`config.mk`:
```
export PLATFORM = sky130hd
export DESIGN_NAME = vec_execute_pipe
export DESIGN_NICKNAME = d
export VERILOG_FILES = /design/src/rtl/vec_execute_pkg.sv /design/src/rtl/vec_execute_pipe_lane.sv /design/src/rtl/vec_execute_pipe.sv
export SDC_FILE = /design/constraint.sdc
export NUM_CORES = 2
export LEC_CHECK = 0
export CORE_MARGIN = 8
export CORE_UTILIZATION = 30
export CTS_BUF_LIST = sky130_fd_sc_hd__clkbuf_8
export CTS_CLUSTER_DIAMETER = 30
export DETAILED_ROUTE_END_ITERATION = 7
export PLACE_DENSITY = 0.47
export REMOVE_ABC_BUFFERS = 1
export SYNTH_ARGS = -nofsm -noshare
export SYNTH_HDL_FRONTEND = slang
export SYNTH_SLANG_ARGS = --single-unit
```
`constraint.sdc`:
```
create_clock -name clk -period 12.8 [get_ports clk]
set_input_delay 2.56 -clock clk [delete_from_list [all_inputs] [get_ports clk]]
set_output_delay 2.56 -clock clk [all_outputs]
set_load 0.03 [all_outputs]
```
`src/rtl/vec_execute_pkg.sv`:
```
`default_nettype none
// ============================================================================
//  Module      : vec_execute_pkg
//  Description : Shared types for the vector execute pipe. It holds the op
//                encoding, the one-hot branch-condition codes, the FSM state
//                encoding and the branch evaluation helper.
//  Revision    : 1.0  initial release
// ============================================================================
package vec_execute_pkg;

    typedef enum logic [2:0] {
        OP_ADD = 3'd0,
        OP_SUB = 3'd1,
        OP_AND = 3'd2,
        OP_OR  = 3'd3,
        OP_XOR = 3'd4,
        OP_SHL = 3'd5,
        OP_SHR = 3'd6,
        OP_MUL = 3'd7
    } op_e;

    localparam logic [2:0] c_br_bne = 3'b100;
    localparam logic [2:0] c_br_beq = 3'b010;
    localparam logic [2:0] c_br_blt = 3'b001;

    typedef enum logic [0:0] {
        ST_RUN      = 1'b0,
        ST_MUL_BUSY = 1'b1
    } state_e;

    // nz[1] = Z, nz[0] = N; an unrecognised code never branches
    function automatic logic br_eval(input logic [2:0] br, input logic [1:0] nz);
        logic taken;
        case (br)
            c_br_bne: taken = ~nz[1];
            c_br_beq: taken = nz[1];
            c_br_blt: taken = nz[0];
            default:  taken = 1'b0;
        endcase
        return taken;
    endfunction

endpackage
`default_nettype wire

```
`src/rtl/vec_execute_pipe_lane.sv`:
```
`default_nettype none
// ============================================================================
//  Module      : vec_lane_alu
//  Description : One lane of the vector execute pipe. It provides the
//                combinational ALU ops, one shift-add multiply step and the
//                per-lane N/Z contribution for the value this lane loads.
//                Build option: VEC_EXECUTE_SAT_EN selects signed saturation
//                for ADD/SUB. Without it, ADD/SUB wrap.
//  Revision    : 1.0  initial release
// ============================================================================
module vec_lane_alu
    import vec_execute_pkg::*;
#(
    parameter int REG_SIZE = 16
) (
    input  logic [2:0]          op,
    input  logic                mul_phase,
    input  logic                en,
    input  logic [REG_SIZE-1:0] a,
    input  logic [REG_SIZE-1:0] b,
    input  logic [REG_SIZE-1:0] acc,
    input  logic [REG_SIZE-1:0] mcand,
    input  logic [REG_SIZE-1:0] mplier,
    output logic [REG_SIZE-1:0] acc_next,
    output logic [REG_SIZE-1:0] mcand_next,
    output logic [REG_SIZE-1:0] mplier_next,
    output logic [REG_SIZE-1:0] res,
    output logic                n,
    output logic                z
);

    localparam int SHW = $clog2(REG_SIZE);
    localparam int MSB = REG_SIZE - 1;
    localparam logic [REG_SIZE-1:0] c_smax = {1'b0, {(REG_SIZE-1){1'b1}}};
    localparam logic [REG_SIZE-1:0] c_smin = {1'b1, {(REG_SIZE-1){1'b0}}};
`ifdef VEC_EXECUTE_SAT_EN
    localparam logic c_sat_en = 1'b1;
`else
    localparam logic c_sat_en = 1'b0;
`endif

    op_e                 w_op;
    logic [REG_SIZE-1:0] w_sum;
    logic [REG_SIZE-1:0] w_diff;
    logic                w_add_ovf;
    logic                w_sub_ovf;
    logic [REG_SIZE-1:0] w_op_res;

    assign w_op = op_e'(op);

    // One multiply step: add the shifted multiplicand when the current multiplier bit is set
    always_comb begin
        acc_next    = acc + (mplier[0] ? mcand : '0);
        mcand_next  = mcand << 1;
        mplier_next = mplier >> 1;
    end

    // Select the lane result, pass the operand through on disabled lanes, and derive N/Z
    always_comb begin
        w_sum     = a + b;
        w_diff    = a - b;
        w_add_ovf = (a[MSB] == b[MSB]) && (w_sum[MSB]  != a[MSB]);
        w_sub_ovf = (a[MSB] != b[MSB]) && (w_diff[MSB] != a[MSB]);
        w_op_res  = '0;
        if (mul_phase) begin
            w_op_res = acc_next;
        end else begin
            case (w_op)
                OP_ADD:  w_op_res = (c_sat_en && w_add_ovf) ? (a[MSB] ? c_smin : c_smax) : w_sum;
                OP_SUB:  w_op_res = (c_sat_en && w_sub_ovf) ? (a[MSB] ? c_smin : c_smax) : w_diff;
                OP_AND:  w_op_res = a & b;
                OP_OR:   w_op_res = a | b;
                OP_XOR:  w_op_res = a ^ b;
                OP_SHL:  w_op_res = a << b[SHW-1:0];
                OP_SHR:  w_op_res = a >> b[SHW-1:0];
                default: w_op_res = '0;
            endcase
        end
        res = en ? w_op_res : a;
        n   = en & res[MSB];
        z   = ~en | (res == '0);
    end

endmodule
`default_nettype wire

```
`src/rtl/vec_execute_pipe.sv`:
```
`default_nettype none
// ============================================================================
//  Module      : vec_execute_pipe
//  Description : SIMD execute stage with a valid/ready issue port and a
//                valid/ready result port. Non-MUL ops finish in 1 cycle.
//                MUL runs as a shift-add over REG_SIZE cycles, and all lanes
//                work in parallel. The block keeps a shared N/Z flag register
//                and evaluates the branch condition from it.
//                Build option: VEC_EXECUTE_SAT_EN enables saturating ADD/SUB.
//  Revision    : 1.0  initial release
// ============================================================================
module vec_execute_pipe
    import vec_execute_pkg::*;
#(
    parameter int REG_SIZE = 16,
    parameter int VEC_SIZE = 4
) (
    input  logic                         clk,
    input  logic                         rst,
    input  logic                         in_valid,
    output logic                         in_ready,
    input  logic [2:0]                   exec_op,
    input  logic [VEC_SIZE*REG_SIZE-1:0] vect1,
    input  logic [VEC_SIZE*REG_SIZE-1:0] vect2,
    input  logic [VEC_SIZE-1:0]          lane_en,
    input  logic                         upd_flags,
    input  logic [2:0]                   br_cond,
    output logic                         out_valid,
    input  logic                         out_ready,
    output logic [VEC_SIZE*REG_SIZE-1:0] vect_out,
    output logic                         br_taken,
    output logic [1:0]                   flags_nz
);

    localparam int W     = VEC_SIZE * REG_SIZE;
    localparam int CNT_W = $clog2(REG_SIZE);

    state_e             r_state;
    state_e             w_state_next;
    logic               r_out_valid;
    logic [W-1:0]       r_vect_out;
    logic               r_br_taken;
    logic [1:0]         r_flags;
    logic [W-1:0]       r_a;
    logic [W-1:0]       r_acc;
    logic [W-1:0]       r_mcand;
    logic [W-1:0]       r_mplier;
    logic [VEC_SIZE-1:0] r_en;
    logic               r_upd;
    logic [2:0]         r_br;
    logic [CNT_W-1:0]   r_cnt;

    logic               w_busy;
    logic               w_accept;
    logic               w_issue_mul;
    logic               w_issue_alu;
    logic               w_final;
    logic               w_load;
    logic               w_upd;
    logic [2:0]         w_brc;
    logic [W-1:0]       w_res;
    logic [W-1:0]       w_acc_next;
    logic [W-1:0]       w_mcand_next;
    logic [W-1:0]       w_mplier_next;
    logic [VEC_SIZE-1:0] w_n_lane;
    logic [VEC_SIZE-1:0] w_z_lane;

    assign w_busy      = (r_state == ST_MUL_BUSY);
    assign in_ready    = !rst && (r_state == ST_RUN) && (!r_out_valid || out_ready);
    assign w_accept    = in_valid && in_ready;
    assign w_issue_mul = w_accept && (exec_op == OP_MUL);
    assign w_issue_alu = w_accept && (exec_op != OP_MUL);
    assign w_final     = w_busy && (r_cnt == CNT_W'(REG_SIZE - 1));
    assign w_load      = w_issue_alu || w_final;
    // During a multiply, everything comes from the copy latched at accept
    assign w_upd       = w_busy ? r_upd : upd_flags;
    assign w_brc       = w_busy ? r_br  : br_cond;

    assign out_valid = r_out_valid;
    assign vect_out  = r_vect_out;
    assign br_taken  = r_br_taken;
    assign flags_nz  = r_flags;

    generate
        for (genvar gi = 0; gi < VEC_SIZE; gi++) begin : g_lane
            vec_lane_alu #(.REG_SIZE(REG_SIZE)) u_lane (
                .op          (exec_op),
                .mul_phase   (w_busy),
                .en          (w_busy ? r_en[gi] : lane_en[gi]),
                .a           (w_busy ? r_a[gi*REG_SIZE +: REG_SIZE] : vect1[gi*REG_SIZE +: REG_SIZE]),
                .b           (vect2[gi*REG_SIZE +: REG_SIZE]),
                .acc         (r_acc[gi*REG_SIZE +: REG_SIZE]),
                .mcand       (r_mcand[gi*REG_SIZE +: REG_SIZE]),
                .mplier      (r_mplier[gi*REG_SIZE +: REG_SIZE]),
                .acc_next    (w_acc_next[gi*REG_SIZE +: REG_SIZE]),
                .mcand_next  (w_mcand_next[gi*REG_SIZE +: REG_SIZE]),
                .mplier_next (w_mplier_next[gi*REG_SIZE +: REG_SIZE]),
                .res         (w_res[gi*REG_SIZE +: REG_SIZE]),
                .n           (w_n_lane[gi]),
                .z           (w_z_lane[gi])
            );
        end
    endgenerate

    // State register
    always_ff @(posedge clk) begin
        if (rst) r_state <= ST_RUN;
        else     r_state <= w_state_next;
    end

    // Next state: enter MUL_BUSY on a MUL accept and return on the final multiply step
    always_comb begin
        w_state_next = r_state;
        case (r_state)
            ST_RUN:      if (w_issue_mul) w_state_next = ST_MUL_BUSY;
            ST_MUL_BUSY: if (w_final)     w_state_next = ST_RUN;
            default:     w_state_next = ST_RUN;
        endcase
    end

    // Result register, flag register and multiply datapath state
    always_ff @(posedge clk) begin
        if (rst) begin
            r_out_valid <= 1'b0;
            r_vect_out  <= '0;
            r_br_taken  <= 1'b0;
            r_flags     <= 2'b00;
            r_a         <= '0;
            r_acc       <= '0;
            r_mcand     <= '0;
            r_mplier    <= '0;
            r_en        <= '0;
            r_upd       <= 1'b0;
            r_br        <= 3'b000;
            r_cnt       <= '0;
        end else begin
            if (w_load) begin
                r_out_valid <= 1'b1;
                r_vect_out  <= w_res;
                // Use the flags from before this instruction's own write
                r_br_taken  <= br_eval(w_brc, r_flags);
                if (w_upd) r_flags <= {&w_z_lane, |w_n_lane};
            end else if (out_ready) begin
                r_out_valid <= 1'b0;
            end

            if (w_issue_mul) begin
                r_a      <= vect1;
                r_mcand  <= vect1;
                r_mplier <= vect2;
                r_acc    <= '0;
                r_en     <= lane_en;
                r_upd    <= upd_flags;
                r_br     <= br_cond;
                r_cnt    <= '0;
            end else if (w_busy) begin
                r_acc    <= w_acc_next;
                r_mcand  <= w_mcand_next;
                r_mplier <= w_mplier_next;
                r_cnt    <= r_cnt + 1'b1;
            end
        end
    end

endmodule
`default_nettype wire

```
**Yosys cells after proc, flatten, opt, wreduce, memory -nomap -nowiden**

Cells that the tools add are included.

- Flip-flop bits (word level): 337
- Input port bits: 143
- Output and inout bits: 69

- Equal/unequal tests: 12
- Bitwise operators: 26
- $add $sub $neg: 13
- Multiplexer cells: 36
- Shifts and indexed selects: 8
- Reductions and logical operators: 21

Operators with widths:

| cell | number |
|---|---|
| case mux 16 bit (7 select lines) | 4 |
| two-way mux 16 bit | 16 |
| two-way mux 64 bit | 4 |
| adder 16 bit | 8 |
| bitwise AND 16 bit | 4 |
| logical NOT 16 bit | 4 |
| bitwise OR 16 bit | 4 |
| << shifter 16 x 4 -> 16 bit | 4 |
| right shift 16 x 4 -> 16 bit | 4 |
| subtractor 16 bit | 4 |
| XOR 16 bit | 4 |
| equality test 3 bit, second input constant | 5 |
| equality test 3 x 2 -> 1 bit, second input constant | 3 |
| two-way mux 1 bit | 9 |
| equality test 3 x 1 -> 1 bit, second input constant | 2 |
| logical AND 1 bit | 6 |
| inverter 1 bit | 6 |
| adder 4 x 1 -> 4 bit, second input constant | 1 |
| bitwise AND 1 bit | 4 |
| equality test 4 bit, second input constant | 1 |
| bitwise OR 1 bit | 4 |
| AND reduction 4 bit | 1 |
| nonzero test 2 bit | 2 |
| OR reduction 4 bit | 1 |
| other kinds (9) | 11 |

**Longest topological paths before layout**

- Depth in word-level cells: 8
- Mapped depth: 26

**By module**

From an unflattened synthesis, not the netlist that was laid out.

- Cell total of the unflattened synthesis: 4277
- Area total of the unflattened synthesis: 33708.6 µm²

By module, submodules not included:

| module | times used | area an instance (µm²) | cells each |
|---|---|---|---|
| vec_execute_pipe | 1 | 13237.7 | 1487 |
| vec_lane_alu at g_lane[1].u_lane ... | 2 | 5097.4 | 681 |
| vec_lane_alu at g_lane[0].u_lane | 1 | 5197.5 | 726 |
| vec_lane_alu at g_lane[3].u_lane | 1 | 5078.6 | 702 |

**Least setup slack after synthesis**

No wires, ideal clock.

- Path kind: input to register
- From: input vect2[1]
- To: register r_flags[1], in the netlist flags_nz[1]
- Library setup time: 70 ps
- Data required time: 12730 ps
- Cell stages on the path: 21
- Path slack: 5664 ps
- Arrival time: 7066 ps
- Buffers on the path: 3
- Cells stage by stage: clkbuf_1 > inv_2 > clkbuf_1 > clkbuf_1 > ha_1 > nand2_1 > or4_1 > o41ai_1 > xnor2_1 > ha_1 > a21oi_1 > o21a_1 > a31oi_1 > or2_2 > a311o_1 > a2111oi_0 > nand4_1 > nor4_1 > a21o_1 > nand4_1 > a21oi_1

- Cells in the longest elaborated chain, start to end: 7
- Elaborated cells on any way between the ends: 13
- Classes of those cells: add/sub: 2; shift: 2; mux: 3; bitwise: 4; reduce/logical: 2

Ends and longest elaborated chain:

| element | RTL line | source |
|---|---|---|
| start, declared | vec_execute_pipe.sv:24 | `input logic [VEC_SIZE*REG_SIZE-1:0] vect2,` |
| subtractor 16 bit (tied with other cells) | vec_execute_pipe_lane.sv:61 | `w_diff = a - b;` |
| case mux 16 bit (7 select lines) * | vec_execute_pipe_lane.sv:68 | `case (w_op)` |
| two-way mux 16 bit * | vec_execute_pipe_lane.sv:65 | `if (mul_phase) begin` |
| two-way mux 16 bit * | vec_execute_pipe_lane.sv:79 | `res = en ? w_op_res : a;` |
| logical NOT 16 bit * | vec_execute_pipe_lane.sv:81 | `z = ~en \| (res == '0);` |
| bitwise OR 1 bit * | vec_execute_pipe_lane.sv:81 |  |
| AND reduction 4 bit * | vec_execute_pipe.sv:142 | `if (w_upd) r_flags <= {&w_z_lane, \|w_n_lane};` |
| end signal, assigned | vec_execute_pipe.sv:142 |  |
| end, declared | vec_execute_pipe.sv:43 | `logic [1:0] r_flags;` |

Every way passes the cells marked *; elsewhere a longest branch is shown, timed or not.
A chain may end at the register's enable or synchronous reset.

**Worst setup path in the final report**

- From: input vect2[18]
- To: register r_flags[1], in the netlist flags_nz[1]

Same word-level chain as after synthesis.

==> reports/metrics.csv <==
metric,value,unit
grt_pass1_vias,34000,
maxClockFrequency,135,MHz
p_leak,14.6,nW
synth_cell_types,102,
finalHoldViolations,0,
async_flop_share,0,%
numClockSinks,337,
grt-ovfl-total,0,
finish.utilization,35.4,%
rsz0062_at_grt,no,
grt_max_degree,103,
p_total,3.84,mW
ant_nets,0,
drt_wl_total,156,mm
cts_setup_buffers,0,
clk_pin_slew,0.05,ns
crit_required,13.52,ns
seqPwrFrac,28.6,%
peakVddDrop,65.1,uV
ys_warn_count,0,
synth_compound_area_share,24.5,%
via_per_inst,5.91,
clkPwrFrac,44.5,%
die_y,351,um
drive_gt1_share,11.1,%
wl_met2,68.5,mm
via_count,35300,
hold_buffers,0,
final-max-slew-violation-count,0,
synthSimpleGateAreaFrac,20.4,%
track_usage,24.4,%
wl_per_cell,26.2,um
tightest_slew,1.21,ns
syn-cell-area,33600,um2
synthMuxAreaShare,15.2,%
status,"complete, no violations",
maxCapViolCount,0,
p_int,2.47,mW
ys_seq_elements,337,
dp_hpwl,114,mm
nNetsFinal,4802,
routed-wl-met3,13.4,mm
wl_met1,69.0,mm
start_util,30.3,%
firstDrtPassIters,6,
endpoint_kind,flip-flop,
portBuffers,211,
crit_type,in2reg,
die_w,351,um
rows,122,
clock_path_buffers,3,
combPwrFrac,26.9,%
cts_made_buffers,103,
fin_crit_sh,58.0,%
power_density,98.0,nW/um2
root_buffer,clkbuf_8,
min_period,7.42,ns
crit_path_max_fanout,34,
power_switching,1.37,mW
synthToLayoutAreaGrowth,16.7,%
htreeDepth,3,
drc_errors,0,
ios,212,
clk_latency,0.82,ns
top_layer,met5,
switching_share,35.7,%
routabilityCongestion,0.949,
skew,0.0593,ns
finalSetupTns,0,ns
setup_viol,0,
die-area,123000,um2
synth_fa_ha_area_share,10.2,%
synth-main-ff-cell,dfxtp_1,
tritoncts,done,
syn-instance-count,4296,
drt_iter0_drc,3579,
synth_xor_area_share,3.80,%
startpoint_type,input port,
antenna_found_initial,13,
cp.arrival,8.15,ns
avgSynthCellArea,7.81,um2
synth_edf_count,0,
grt_pass1_wl,230,mm
cts_resized,0,
max-slew-margin-rel,17.1,%
yosysSeqAreaShare,20.1,%
fin_hold_ws,0.447,ns
synth_top_family_by_area,compound AO/OA/AOI/OAI gates,
hold_path.class,reg2reg,
core_area,111000,um2
-- critical path: stages --
cell and delay [ns]:
clkdlybuf4s50_1 0.40, buf_4 0.26, nor3_1 0.51, nand2_1 0.14, nor4_1 0.76, nor2_1 0.11, xnor2_1 0.17, ha_1 0.40
o21a_1 0.14, a221oi_1 0.52, mux2i_1 0.34, a21oi_1 0.11, or4_1 0.50, nor4b_2 0.24, and2_1 0.22, nand4_1 0.12
o31ai_2 0.34, nand4_1 0.14, a21oi_1 0.15
-- final timing paths --
path | cells past startpoint | start | to | slack [ns]
worst min register to register | 2 | vect_out[38] | vect_out[38] | 0.45
worst max register to register | 14 | r_state | flags_nz[1] | 6.27
worst max-delay path | 19 | vect2[18] | flags_nz[1] | 5.38
worst min-delay path | 2 | vect_out[38] | vect_out[38] | 0.45
-- area by class of cell --
class	instances	area (um2)
clock inverter	60	475
multi-input combinational	3477	24900
antenna	8	20.0
sequential	337	6750
clock buffer	129	1780
timing repair buffer	295	2710
inverter	176	663
tap	1488	1860
fill	12000	71600
-- power by group through the flow --
stage	sequential (mW)	clock, mW	combinational (mW)
after floorplan	1.14	0	0.570
after global placement	1.12	0	1.02
after detailed placement	1.12	0	1.01
after CTS	1.10	1.75	1.02
after global routing	1.10	1.81	1.10
final	1.10	1.71	1.03
-- registers in the layout, indices dropped and copies added (netlist names) --
| register | flops |
|---|---|
| r_a | 64 |
| r_br | 3 |
| flags_nz | 2 |
| r_acc | 64 |
| r_mplier | 64 |
| r_mcand | 64 |
| br_taken | 1 |
| r_cnt | 4 |
| r_upd | 1 |
| r_en | 4 |
| vect_out | 64 |
| r_state | 1 |
| out_valid | 1 |
-- cell usage in the layout (no fill, tap or decap), drive strengths merged, types with 129 or more instances in the layout --
cell type	synthesis	final
nand2	664	664
a21oi	348	348
dfxtp	337	337
nor2	307	307
ha	261	261
clkdlybuf4s50	0	200
inv	170	196
mux2i	180	180
a22oi	131	131
clkbuf	196	129
o21ai	129	129
-- logic make-up after synthesis --
| group | after synthesis |
|---|---|
| compound gates | 1227 |
| xor+xnor | 144 |
| fa+ha+maj | 269 |
| buf+inv | 482 |
| flops | 337 |
| mux | 354 |
| simple gates | 1483 |
-- cell usage after synthesis (11+ instances only) --
cell	count	area, um2
a2111oi_0	16	140
a211oi_1	64	480
a21o_1	27	203
a21oi_1	348	1740
a221o_1	11	110
a221oi_1	17	149
a22o_1	12	105
a22oi_1	131	983
a31oi_1	119	744
and2_1	76	475
and3_1	23	144
buf_1	31	116
buf_2	62	310
buf_6	11	124
clkbuf_1	196	736
dfxtp_1	337	6750
ha_1	261	3270
inv_1	149	559
inv_2	21	78.8
mux2_2	49	552
mux2i_1	176	1760
mux4_2	112	2520
nand2_1	664	2490
nand2b_1	38	238
nand3_1	76	380
nand3b_1	13	97.6
nand4_1	44	275
nor2_1	307	1150
nor2b_1	40	250
nor3_1	86	430
nor4_1	26	163
o2111ai_1	19	166
o211ai_1	44	330
o21a_1	37	278
o21ai_0	119	596
o221ai_1	31	272
o22ai_1	61	382
o31ai_1	19	143
or2_2	12	75.1
or3_1	15	93.8
or4_1	11	82.6
xnor2_1	109	955
xor2_1	34	298
-- through the flow --
stage / cells / setup WS (ns) / area (um2)
floorplan: 3990 / -8.02 / 32200
global placement: 5773 / 4.77 / 36900
detailed placement: 5773 / 4.71 / 36900
CTS: 5962 / 5.52 / 39200
global route: 5963 / 4.92 / 39200
finish: 5970 / 5.38 / 39200
-- routing by layer --
layer,global-route usage [%],up-vias
li1,-,16200
met1,33.1,17300
met2,37.6,1482
met3,5.75,311
met4,8.81,6
met5,0,-
(Power assumes the default switching activity.)
